## config.mk

```make
export PLATFORM = sky130hd
export DESIGN_NAME = demux_1x2_8bits
export DESIGN_NICKNAME = d
export VERILOG_FILES = /design/src/rtl/demux_1x2_8bits.sv
export SDC_FILE = /design/constraint.sdc
export NUM_CORES = 1
export LEC_CHECK = 0
export ABC_AREA = 1
export CORE_ASPECT_RATIO = 0.7
export CORE_UTILIZATION = 46
export CTS_CLUSTER_DIAMETER = 120
export DETAILED_ROUTE_END_ITERATION = 10
export PLACE_DENSITY = 0.86
export SLEW_MARGIN = 20
export SYNTH_ARGS = -nofsm -noshare
export SYNTH_HDL_FRONTEND = slang
export SYNTH_SLANG_ARGS = --single-unit
```

## constraint.sdc

```tcl
create_clock -name clk -period 1.55 [get_ports clk]
set_clock_uncertainty 0.2 [all_clocks]
set_input_delay 0.465 -clock clk [delete_from_list [all_inputs] [get_ports clk]]
set_output_delay 0.465 -clock clk [all_outputs]
set_load 0.01 [all_outputs]
```

## src/rtl/demux_1x2_8bits.sv

```systemverilog
// rtl/demux_1x2_8bits.sv - two-lane transmit byte striper with orphan-byte pad flush
//
// Purpose: splits one byte stream across two lanes. Even stream positions go
// to lane 0 and odd positions to lane 1. Both lanes of a pair are emitted on
// the same cycle. A lone lane-0 byte is flushed against PAD_BYTE after
// IDLE_LIMIT empty cycles.
//
// Ports:
//   clk        in   rising-edge clock
//   reset      in   synchronous, active-high reset
//   data_in    in   byte to stripe
//   valid_in   in   data_in valid; always accepted
//   data_out0  out  lane 0 byte (registered, holds while invalid)
//   data_out1  out  lane 1 byte or PAD_BYTE (registered, holds while invalid)
//   valid0     out  lane 0 valid
//   valid1     out  lane 1 valid, identical to valid0
//   pad_out    out  lane 1 carries PAD_BYTE this pair
//   pair_count out  pairs emitted since reset, padded pairs included; wraps
module demux_1x2_8bits #(
    parameter int                    DATA_WIDTH = 8,
    parameter logic [DATA_WIDTH-1:0] PAD_BYTE   = 8'hF7,
    parameter int                    IDLE_LIMIT = 4,
    parameter int                    CNT_WIDTH  = 16
) (
    input  logic                  clk,
    input  logic                  reset,
    input  logic [DATA_WIDTH-1:0] data_in,
    input  logic                  valid_in,
    output logic [DATA_WIDTH-1:0] data_out0,
    output logic [DATA_WIDTH-1:0] data_out1,
    output logic                  valid0,
    output logic                  valid1,
    output logic                  pad_out,
    output logic [CNT_WIDTH-1:0]  pair_count
);

    typedef enum logic {
        S_EVEN = 1'b0,
        S_ODD  = 1'b1
    } state_t;

    localparam logic [7:0] IDLE_LAST = 8'(IDLE_LIMIT - 1);

    state_t                r_state;
    state_t                w_state_next;
    logic [DATA_WIDTH-1:0] r_hold;
    logic [7:0]            r_idle_cnt;
    logic [DATA_WIDTH-1:0] r_data0;
    logic [DATA_WIDTH-1:0] r_data1;
    logic                  r_valid;
    logic                  r_pad;
    logic [CNT_WIDTH-1:0]  r_pair_count;
    logic                  w_emit;
    logic                  w_flush;

    // Next state and pair-emission decision. A real byte arriving on the
    // cycle the idle timer expires takes priority over the pad flush.
    always_comb begin
        w_state_next = r_state;
        w_emit       = 1'b0;
        w_flush      = 1'b0;
        case (r_state)
            S_EVEN: begin
                if (valid_in) begin
                    w_state_next = S_ODD;
                end
            end
            S_ODD: begin
                if (valid_in) begin
                    w_emit       = 1'b1;
                    w_state_next = S_EVEN;
                end else if (r_idle_cnt == IDLE_LAST) begin
                    w_emit       = 1'b1;
                    w_flush      = 1'b1;
                    w_state_next = S_EVEN;
                end
            end
            default: begin
                w_state_next = S_EVEN;
            end
        endcase
    end

    always_ff @(posedge clk) begin
        if (reset) begin
            r_state      <= S_EVEN;
            r_hold       <= '0;
            r_idle_cnt   <= '0;
            r_data0      <= '0;
            r_data1      <= '0;
            r_valid      <= 1'b0;
            r_pad        <= 1'b0;
            r_pair_count <= '0;
        end else begin
            r_state <= w_state_next;
            r_valid <= w_emit;
            r_pad   <= w_flush;

            if (r_state == S_EVEN && valid_in) begin
                r_hold     <= data_in;
                r_idle_cnt <= '0;
            end else if (r_state == S_ODD && !valid_in && !w_emit) begin
                r_idle_cnt <= r_idle_cnt + 8'd1;
            end

            // Lane data only moves when a pair is emitted, so it holds
            // its last value while the valids are low.
            if (w_emit) begin
                r_data0      <= r_hold;
                r_data1      <= w_flush ? PAD_BYTE : data_in;
                r_pair_count <= r_pair_count + 1'b1;
            end
        end
    end

    assign data_out0  = r_data0;
    assign data_out1  = r_data1;
    assign valid0     = r_valid;
    assign valid1     = r_valid;
    assign pad_out    = r_pad;
    assign pair_count = r_pair_count;

endmodule

```

=== Word-level counts from Yosys, hierarchy flattened ===
Index checks and enable logic that the tools add are counted.

* Add/sub/neg operators: 2
* $mul: 0
* Div/mod/pow operators: 0
* $lt $le $gt $ge: 0
* Equal/unequal tests: 1
* Shifts and indexed selects: 0
* Muxes and demuxes: 10
* Bitwise logic cells: 1
* Reduce and logical (&&, ||, !) cells: 6

{| class="wikitable"
|+ Operators with widths
! kind !! count
|-
| $add A16 B1 Y16 const B || 1
|-
| $add A8 B1 Y8 const B || 1
|-
| $eq A8 B2 Y1 const B || 1
|-
| $mux W1 || 8
|-
| $mux W8 || 1
|-
| $logic_and A1 B1 Y1 || 3
|-
| $logic_not A1 Y1 || 2
|-
| $pmux W1 S2 || 1
|-
| $reduce_or A2 Y1 || 1
|-
| $not A1 Y1 || 1
|}

* Flip-flop bits (word level): 51
* Bits in latches: 0
* RAM bits: 0
* Bits in read-only memories: 0
* Input bits: 11
* Output and inout bits: 35
* Logic and storage cells: 28
* Memories: 0

=== Logic depth before layout (Yosys ltp) ===
Gate-level depths: netlist (run 1).

* Depth in word-level cells: 6
* Mapped depth: 9

=== Worst setup path before layout (run 1) ===
Ideal clock, no wire load.

* Path type: flip-flop to flip-flop
* From: register r_idle_cnt[0]
* To: register r_data0[7] (netlist: data_out0[7])
* Setup time: 0.133 ns
* Arrival time: 1.235 ns
* Data required time: 1.217 ns
* Path slack: -0.018 ns
* Stages on the path, launching flop included: 10
* Path buffers: 1
* Clock period less this slack: 1.568 ns
* Cell sequence: dfxtp_1 > ha_1 > nand2_1 > nor2_2 > nand2_2 > nand2_2 > nand2_4 > buf_6 > nand2_1 > a21oi_2

* Longest elaborated chain between the ends: 4

{| class="wikitable"
|+ RTL lines
! element !! RTL line !! RTL
|-
| start: declaration || 47 || <nowiki>logic [7:0] r_idle_cnt;</nowiki>
|-
| start signal: assignment || 103 || <nowiki>r_idle_cnt <= r_idle_cnt + 8'd1;</nowiki>
|-
| $eq A8 B2 Y1 || 72 || <nowiki>end else if (r_idle_cnt == IDLE_LAST) begin</nowiki>
|-
| $mux W1 || 72 ||
|-
| $mux W1 || 69 || <nowiki>if (valid_in) begin</nowiki>
|-
| $mux W1 || 62 || <nowiki>case (r_state)</nowiki>
|-
| end signal: assignment || 109 || <nowiki>r_data0 <= r_hold;</nowiki>
|-
| end: declaration || 48 || <nowiki>logic [DATA_WIDTH-1:0] r_data0;</nowiki>
|}

No other way between the ends.
A chain may end at the register's enable or synchronous reset.

=== Worst setup path in the final report (run 1) ===
* From: register r_idle_cnt[4]
* To: register r_idle_cnt[2]

* Longest elaborated chain between the ends: 6

{| class="wikitable"
|+ RTL lines
! element !! RTL line !! RTL
|-
| $eq A8 B2 Y1 || 72 ||
|-
| $mux W1 || 72 ||
|-
| $mux W1 || 69 ||
|-
| $mux W1 || 62 ||
|-
| $logic_not A1 Y1 || 102 || <nowiki>end else if (r_state == S_ODD && !valid_in && !w_emit) begin</nowiki>
|-
| $logic_and A1 B1 Y1 || 102 ||
|}

No other way between the ends.

==> flow_summary.json, run 1 <==
{
  "dp_cells": 459,
  "regArea_sq_mm": 0.001066,
  "crit_arrival_ns": 1.67,
  "fin_ws_ns": -0.1177,
  "grt_pass1_vias": 2261,
  "ios": 46,
  "grt_overflow": 0,
  "start_util_pct": 47.85,
  "vias_per_cell": 5.547,
  "cts_buffers": 5,
  "ir_worst_vdd_v": 0.0006023,
  "dr.first_iter.drc_count": 292,
  "antenna_found_initial": 0,
  "place_hpwl_mm": 4.099,
  "rr_endpoint": "r_idle_cnt[2]$_SDFFE_PP0P_",
  "r2r_slack_ns": -0.12,
  "fmax_mhz": 599.6,
  "whs_ns": 0.2640,
  "die_area_sq_mm": 0.005265,
  "final_antenna_net_count": 0,
  "clk_latency_ns": 0.31,
  "rsz0062_at_grt": "yes",
  "vias": 2696,
  "syn_to_final_growth_pct": 56.37,
  "crit_start": "r_idle_cnt[4]$_SDFFE_PP0P_",
  "core_area_sq_mm": 0.004782,
  "rows": 21,
  "clkSinkCount": 51,
  "die-width_um": 86.30,
  "cts_tree": "yes",
  "power.density_mw_per_mm2": 747.7,
  "ys_ff_latch": 51,
  "setup.worst_path.start_class": "register",
  "fin_cells": 486,
  "placed_cell_area_sq_mm": 0.003002,
  "design_area_sq_mm": 0.003578,
  "hold_path.class": "register to register",
  "grtUsageTotal_pct": 24.70,
  "cts_max_level": 2,
  "fillerInstances": 296,
  "violations": "negative setup slack",
  "maxSlewViolCount": 0,
  "grt_first_pass_wirelength_mm": 10.05,
  "cellLeakagePower_nw": 1.608,
  "nets": 429,
  "synth_area_per_cell_sq_um": 7.107,
  "clockRootBuffer": "clkbuf_8",
  "hold_viol_final": 0,
  "io_buffers": 45,
  "timing.rr.start": "r_idle_cnt[4]$_SDFFE_PP0P_",
  "n_antenna_cell": 0,
  "drive_gt1_share_pct": 46.52,
  "drc_errors": 0,
  "clkTransAtPathRegs_ns": 0.10,
  "grt_max_degree": 22,
  "gp_congestion": 0.8529,
  "yosysSeqAreaShare_pct": 44.61,
  "finalCritPeriodShare_pct": 107.6,
  "multi_input_area_sq_mm": 0.001454,
  "synth_nets": 335,
  "finalSetupViolCount": 37,
  "tns_ns": -2.150,
  "worst_pin_slew_ns": 0.3179,
  "status": "finished with violations",
  "path_class": "register to register",
  "drt-total-wl_mm": 8.301,
  "worst_ep_required_time_ns": 1.55,
  "drtPass1Iterations": 7,
  "synth_cell_types": 24,
  "crit_end": "r_idle_cnt[2]$_SDFFE_PP0P_",
  "maxCapViolCount": 0,
  "worst_r2r_path_depth": 9,
  "yosysWarnings": 0,
  "worstSetupEndpointType": "register",
  "clock_path_buffers": 2,
  "critical_path.max_fanout": 7,
  "wl_per_cell_um": 17.08,
  "ctsHoldBuffers": 0,
  "postSynthCellCount": 322,
  "max_slew_margin_pct": 78.58,
  "synthesis.area_sq_mm": 0.002288,
  "period_minus_slack_ns": 1.668,
  "die_h_um": 61.01
}
[flip-flops by register name (all words and copies together) (netlist names)]
name / flops
data_out1: 8
pad_out: 1
r_state: 1
pair_count: 16
valid0: 1
r_hold: 8
r_idle_cnt: 8
data_out0: 8
[power breakdown]
group | switching (W) | internal, W
registers | 0.0000427 | 0.00135
clock network | 0.000470 | 0.000482
logic | 0.000200 | 0.000132
total | 0.000712 | 0.00196
[placed cells by master, fill, tap and decap left out, types with 3 or more instances in the layout]
master | netlist | layout
nand2_1 | 83 | 67
buf_4 | 1 | 41
inv_1 | 36 | 33
a21oi_1 | 41 | 30
nor2_1 | 35 | 28
dfxtp_2 | 0 | 27
buf_2 | 1 | 22
dfxtp_1 | 51 | 21
nand3_1 | 18 | 15
a21oi_2 | 4 | 15
nand2_8 | 0 | 11
nand2_2 | 3 | 10
o21ai_0 | 17 | 10
clkdlybuf4s50_1 | 0 | 9
nand2_4 | 2 | 8
nor2_2 | 4 | 8
o21ai_2 | 0 | 8
clkdlybuf4s15_2 | 0 | 6
clkbuf_2 | 0 | 6
clkbuf_8 | 0 | 5
buf_6 | 6 | 4
inv_2 | 2 | 3
nor2_4 | 0 | 3
nand3_2 | 1 | 3
xor2_1 | 3 | 3
dfxtp_4 | 0 | 3
[stage by stage]
stage / util [%] / power (W) / worst slack, ns
6_report: 74.83 / 0.002676 / -0.1177
5_1_grt: 74.83 / 0.002756 / -0.1695
4_1_cts: 68.34 / 0.002569 / -0.05495
3_5_place_dp: 62.77 / 0.001642 / -0.4296
3_3_place_gp: 62.77 / 0.001631 / -0.3766
2_1_floorplan: - / 0.001537 / 0.006416
[worst max-delay path, cell delays in order (launching register included)]
cell	delay (ns)
dfxtp_1	0.32
inv_1	0.09
nand2_1	0.11
nor2_4	0.15
buf_6	0.13
nand2_8	0.08
nand2_8	0.11
clkinvlp_4	0.17
nand2_1	0.12
a21oi_1	0.08
[worst min-delay path by stage]
| stage | endpoint | depth (start not counted) | start | slack, ns |
|---|---|---|---|---|
| 2_1_floorplan | data_out0[2]$_SDFFE_PP0P_ | 2 | r_hold[2]$_SDFFE_PP0P_ | 0.24 |
| 3_3_place_gp | data_out0[4]$_SDFFE_PP0P_ | 2 | data_out0[4]$_SDFFE_PP0P_ | 0.25 |
| 3_5_place_dp | data_out0[6]$_SDFFE_PP0P_ | 2 | data_out0[6]$_SDFFE_PP0P_ | 0.26 |
| 4_1_cts | data_out0[6]$_SDFFE_PP0P_ | 2 | data_out0[6]$_SDFFE_PP0P_ | 0.27 |
| 5_1_grt | data_out0[1]$_SDFFE_PP0P_ | 2 | r_hold[1]$_SDFFE_PP0P_ | 0.28 |
| 6_report | data_out1[6]$_SDFFE_PP0P_ | 2 | data_out1[6]$_SDFFE_PP0P_ | 0.26 |
[area by class of cell]
class                           instances  area share (%)
Clock buffer                            5           1.923
Clock inverter                          3           1.224
Inverter                               38           4.196
Multi-Input combinational cell        228           40.63
Sequential cell                        51           29.79
Tap cell                               69           2.413
Timing Repair Buffer                   92           19.83
[synth_stat cells]
library cell,number,area share [%]
inv_2,2,0.33
o21ai_1,2,0.44
nand2_4,2,0.98
nor2_2,4,1.1
nor3_1,2,0.44
nand4_1,2,0.55
nand2_1,83,14
buf_1,1,0.16
buf_2,1,0.22
xor2_1,3,1.1
nand2_2,3,0.82
a21oi_2,4,1.5
clkbuf_1,4,0.66
nand3_2,1,0.44
ha_1,2,1.1
buf_4,1,0.33
nand3b_1,1,0.33
nor2_1,35,5.7
dfxtp_1,51,45
a21oi_1,41,9.0
o21ai_0,17,3.7
buf_6,6,3.0
inv_1,36,5.9
nand3_1,18,3.9
[per-layer routing]
| metal | global-route usage (%) | vias to the layer above | share of wire (%) |
|---|---|---|---|
| met5 | 0 | - | 0 |
| li1 | - | 1214 | - |
| met2 | 44.67 | 173 | 48 |
| met3 | 6.971 | 49 | 8.6 |
| met1 | 28.80 | 1260 | 38 |
| met4 | 9.048 | 0 | 4.6 |
[logic make-up (layout without fill, tap and decap cells)]
kind of cell               count (synthesis)  after routing  synth area share, %
and+or+nand+nor                          151            159                27.94
AOI/OAI and AO/OA                         64             64                14.65
DFF                                       51             51                44.61
buffers and inverters                     51            138                10.55
xor gates and xnor gates                   3              3                1.148
adders and majority gates                  2              2                1.093
[timing repair]
| item | 4_1_cts | 5_1_grt |
|---|---|---|
| buffers inserted | 4 | 7 |
| pin swaps | 9 | 17 |
| gates resized for setup | 130 | 115 |
| endpoints found under the hold margin | 0 | 0 |
| gates cloned | 1 | 7 |
| setup endpoints to repair | 77 | 72 |
(Power assumes the default switching activity.)
==> inputs of run 2 (changes only) <==
PLACE_DENSITY = 0.75   (was 0.86)
==> run 2 against run 1 <==
The run still ends with negative setup slack left. Final cell count fell by 2.9%. Clock power fell by 3.5%. Clock-buffer cell count did not move. Final area fell by 9.0%. Critical path depth did not move. Total power fell by 4.8%. Global-route usage fell by 2.9 points. Worst hold slack got worse by 0.0062 ns. Largest power group unchanged.
==> flow_summary.json, run 2 (synthesis results as in run 1) <==
{
  "final_cell_mix": "nand2_1 (75), buf_4 (40), a21oi_1 (35)",
  "largest_register_ffs": 16,
  "vias": 2269,
  "violations": "negative setup slack",
  "grt_max_degree": 23,
  "io_buffers": 45,
  "clkSinkCount": 51,
  "rows": 21,
  "maxCapViolCount": 0,
  "period_minus_slack_ns": 1.555,
  "syn_to_final_growth_pct": 42.26,
  "rsz0062_at_grt": "yes",
  "cts_max_level": 2,
  "dr.first_iter.drc_count": 99,
  "die_area_sq_mm": 0.005265,
  "status": "finished with violations",
  "finalCritPeriodShare_pct": 100.3,
  "core_area_sq_mm": 0.004782,
  "max_slew_margin_pct": 80.64,
  "vias_per_cell": 4.807,
  "clkTransAtPathRegs_ns": 0.09,
  "grt_pass1_vias": 2022,
  "layout_commonest_cell": "nand2_1",
  "gp_congestion": 0.8716,
  "n_antenna_cell": 0,
  "drt-total-wl_mm": 5.608,
  "hold_path.class": "register to register",
  "ir_worst_vdd_v": 0.0003762,
  "die_h_um": 61.01,
  "r2r_slack_ns": -0.005,
  "ctsHoldBuffers": 0,
  "wl_per_cell_um": 11.88,
  "ios": 46,
  "final_antenna_net_count": 0,
  "maxSlewViolCount": 0,
  "min-delay-start": "r_hold[2]$_SDFFE_PP0P_",
  "cellLeakagePower_nw": 1.429,
  "fin_ws_ns": -0.004644,
  "hold_viol_final": 0,
  "grtUsageTotal_pct": 21.81,
  "timing.rr.start": "r_idle_cnt[0]$_SDFFE_PP0P_",
  "cts_buffers": 5,
  "clk_latency_ns": 0.31,
  "worstSetupEndpointType": "register",
  "rr_endpoint": "pair_count[9]$_SDFFE_PP0P_",
  "critical_path.max_fanout": 20,
  "worst_ep_required_time_ns": 1.56,
  "dp_cells": 460,
  "worst_r2r_path_depth": 9,
  "setup.worst_path.start_class": "register",
  "finalSetupViolCount": 1,
  "cts_tree": "yes",
  "clockRootBuffer": "clkbuf_8",
  "start_util_pct": 47.85,
  "power.density_mw_per_mm2": 782.5,
  "path_class": "register to register",
  "place_hpwl_mm": 3.839,
  "drive_gt1_share_pct": 40.45,
  "fmax_mhz": 643.2,
  "clock_path_buffers": 2,
  "fin_cells": 472,
  "whs_endpoint": "data_out0[2]$_SDFFE_PP0P_",
  "grt_first_pass_wirelength_mm": 8.866,
  "hold_depth": 2,
  "drtPass1Iterations": 4,
  "drc_errors": 0,
  "die-width_um": 86.30,
  "antenna_found_initial": 0,
  "tns_ns": -0.004644,
  "crit_arrival_ns": 1.56,
  "grt_overflow": 0,
  "worst_pin_slew_ns": 0.2893,
  "power_w": 0.002548,
  "nets": 416
}
run 2: cell count changes in the layout (fill, tap and decap cells not counted), moves of 7 or more:
| cell | previous run | this run |
|---|---|---|
| nand2_8 | 11 | 0 |
| o21ai_0 | 10 | 17 |
| nand2_1 | 67 | 75 |
| o21ai_2 | 8 | 1 |
run 2: area by class of cell:
| class | count | area [sq um] |
|---|---|---|
| inverter | 38 | 146.4 |
| tap | 69 | 86.33 |
| multi-input combinational | 220 | 1170 |
| clock buffer | 5 | 68.82 |
| sequential | 51 | 1059 |
| timing repair buffer | 87 | 688.2 |
| clock inverter | 2 | 37.54 |
| fill | 424 | 1526 |
run 2: what timing repair did:
item,in CTS,in global routing
gates resized for setup,121,69
setup endpoints to repair,65,58
gates cloned,0,0
buffers inserted,2,3
pin swaps,5,10
run 2: worst max-delay path by stage:
stage	startpoint	to	slack (ns)	cells after the start
after global placement	valid_in	r_idle_cnt[2]$_SDFFE_PP0P_	-0.34	8
after detailed placement	valid_in	r_idle_cnt[4]$_SDFFE_PP0P_	-0.42	9
after global routing	r_idle_cnt[0]$_SDFFE_PP0P_	r_idle_cnt[1]$_SDFFE_PP0P_	-0.07	8
final	r_idle_cnt[0]$_SDFFE_PP0P_	pair_count[9]$_SDFFE_PP0P_	-0.005	9
after CTS	data_out1[4]$_SDFFE_PP0P_	data_out1[4]	0.0004	1
after floorplan	pair_count[1]$_SDFFE_PP0P_	pair_count[12]$_SDFFE_PP0P_	0.006	8
run 2: worst max-delay path, stage by stage (launching register included):
cell and delay [ns]:
dfxtp_2 0.36, ha_4 0.15, nand2_4 0.05, nor2_4 0.12, nand3_2 0.10, nand2_4 0.10
buf_12 0.16, nand3_1 0.09, nand2_1 0.08, nor2_1 0.04
run 2: power by group:
part           total, W  internal (W)  switching (W)
combinational  0.000253      0.000113       0.000140
clock          0.000918      0.000472       0.000446
sequential      0.00138       0.00135      0.0000244
run 2: layer usage:
metal / routed length (um) / share of wire, % / vias to the layer above / track usage (%)
li1: - / - / 1174 / -
met1: 2710 / 48 / 1047 / 28.38
met2: 2591 / 46 / 38 / 37.30
met3: 229 / 4.1 / 10 / 4.424
met4: 76 / 1.4 / 0 / 7.143
met5: 0 / 0 / - / 0
run 2: metrics by stage:
| step | instance area [sq um] | setup WS, ns | hold slack, ns | utilization, % |
|---|---|---|---|---|
| after floorplan | 2293 | 0.006416 | 0.2403 | - |
| after global placement | 3034 | -0.3437 | 0.2479 | 63.45 |
| after detailed placement | 3034 | -0.4174 | 0.2529 | 63.45 |
| after CTS | 3214 | 0.0004382 | 0.2627 | 67.22 |
| after global routing | 3256 | -0.07381 | 0.2749 | 68.08 |
| final | 3256 | -0.004644 | 0.2578 | 68.08 |
==> patch, RTL diff (flow settings as in run 2) <==
`CNT_WIDTH`: 16 -> 32.
--- a/src/rtl/demux_1x2_8bits.sv
+++ b/src/rtl/demux_1x2_8bits.sv
@@ -21,5 +21,5 @@
     parameter logic [DATA_WIDTH-1:0] PAD_BYTE   = 8'hF7,
     parameter int                    IDLE_LIMIT = 4,
-    parameter int                    CNT_WIDTH  = 16
+    parameter int                    CNT_WIDTH  = 32
 ) (
     input  logic                  clk,
Interface: changed (resized pair_count); port bits go from 46 to 62. No check against the original RTL was run, so the function may have changed too.
==> patch against run 2 <==
- the flow still finishes with violations (setup timing)
- cell area increased by 60%
- sequential share of layout area shrank 5.5 points
- routed wire length rose by 120%
- synthesized area up 45%
- synthesized cell count up 55%
- count of clock-buffer cells in the layout grew 8
- setup slack got worse by 0.20 ns
- power up 48%
- sequential cell count grew 16
- highest routed layer unchanged
==> patch: results (changes against run 2) <==
SETUP PATH
---------------------------------------------------------------------
Crit path max-delay cell type ..........................      dfxtp_4
Launch instance of the worst register-to-register path . pair_count[0]
Data arrival time at the worst-slack endpoint ..........      1.86 ns   +0.30 ns
Max incr delay on CP ...................................      0.39 ns   +0.03 ns

ROUTING
---------------------------------------------------------------------
TritonRoute pass-1 iters ...............................            7   +3
Routed length on met3 ..................................     1.342 mm   +490%
Wl on met1 .............................................     4.690 mm   +73%
Iteration-0 DRC Markers ................................          413   +320%

PLACEMENT
---------------------------------------------------------------------
Gp weighted congestion .................................       0.9533   +9.4%
Placed inst area .......................................   4521 sq um   +49%
Number of input and output port buffers inserted .......           61   +36%

CTS
---------------------------------------------------------------------
Clock H-tree levels ....................................            3   +1
CTS Buf Count ..........................................            9   +4

SYNTHESIS
---------------------------------------------------------------------
Yosys cell types .......................................           25   +4.2%
Net count of the mapped netlist ........................          511   +53%

STA
---------------------------------------------------------------------
Final number of setup-violating endpoints ..............           52   +51
Setup slack after layout ...............................   -0.2087 ns   -0.2040 ns
Worst Max-Slew Pin Slew ................................    0.3274 ns   +0.03809 ns

FINISH
---------------------------------------------------------------------
Non-filler cells in the finished layout ................          743   +57%
Total Nets Final .......................................          656   +58%

STATUS
---------------------------------------------------------------------
Violations in the final reports ........................ setup timing
Outcome ................................................ complete, but fails checks

MIN PATH
---------------------------------------------------------------------
Worst hold start .......................................    r_hold[1]
Hold-critical path endpoint ............................ data_out0[1]

GLOBAL ROUTE
---------------------------------------------------------------------
Antenna violations before repair .......................            1   +1

[patch: cells by family after synthesis]
| group | share of synthesized area (%) |
|---|---|
| simple gates | 35.33 |
| flops | 40.54 |
| buf+inv | 11.65 |
| xor+xnor | 1.059 |
| compound gates | 10.67 |
| fa+ha+maj | 0.7563 |
[patch: layout make-up]
| cell class | instances | area (sq um) |
|---|---|---|
| antenna | 1 | 2.502 |
| inverter | 69 | 265.3 |
| timing repair buffer | 152 | 1287 |
| clock buffer | 13 | 180.2 |
| sequential | 67 | 1406 |
| multi-input combinational | 344 | 1908 |
| clock inverter | 3 | 42.54 |
| tap | 94 | 117.6 |
| fill | 449 | 1640 |
[patch: layer usage]
| layer | up-vias | global-route usage (%) |
|---|---|---|
| li1 | 1870 | - |
| met1 | 1878 | 38.20 |
| met2 | 307 | 49.96 |
| met3 | 91 | 7.375 |
| met4 | 0 | 12.05 |
| met5 | - | 0 |
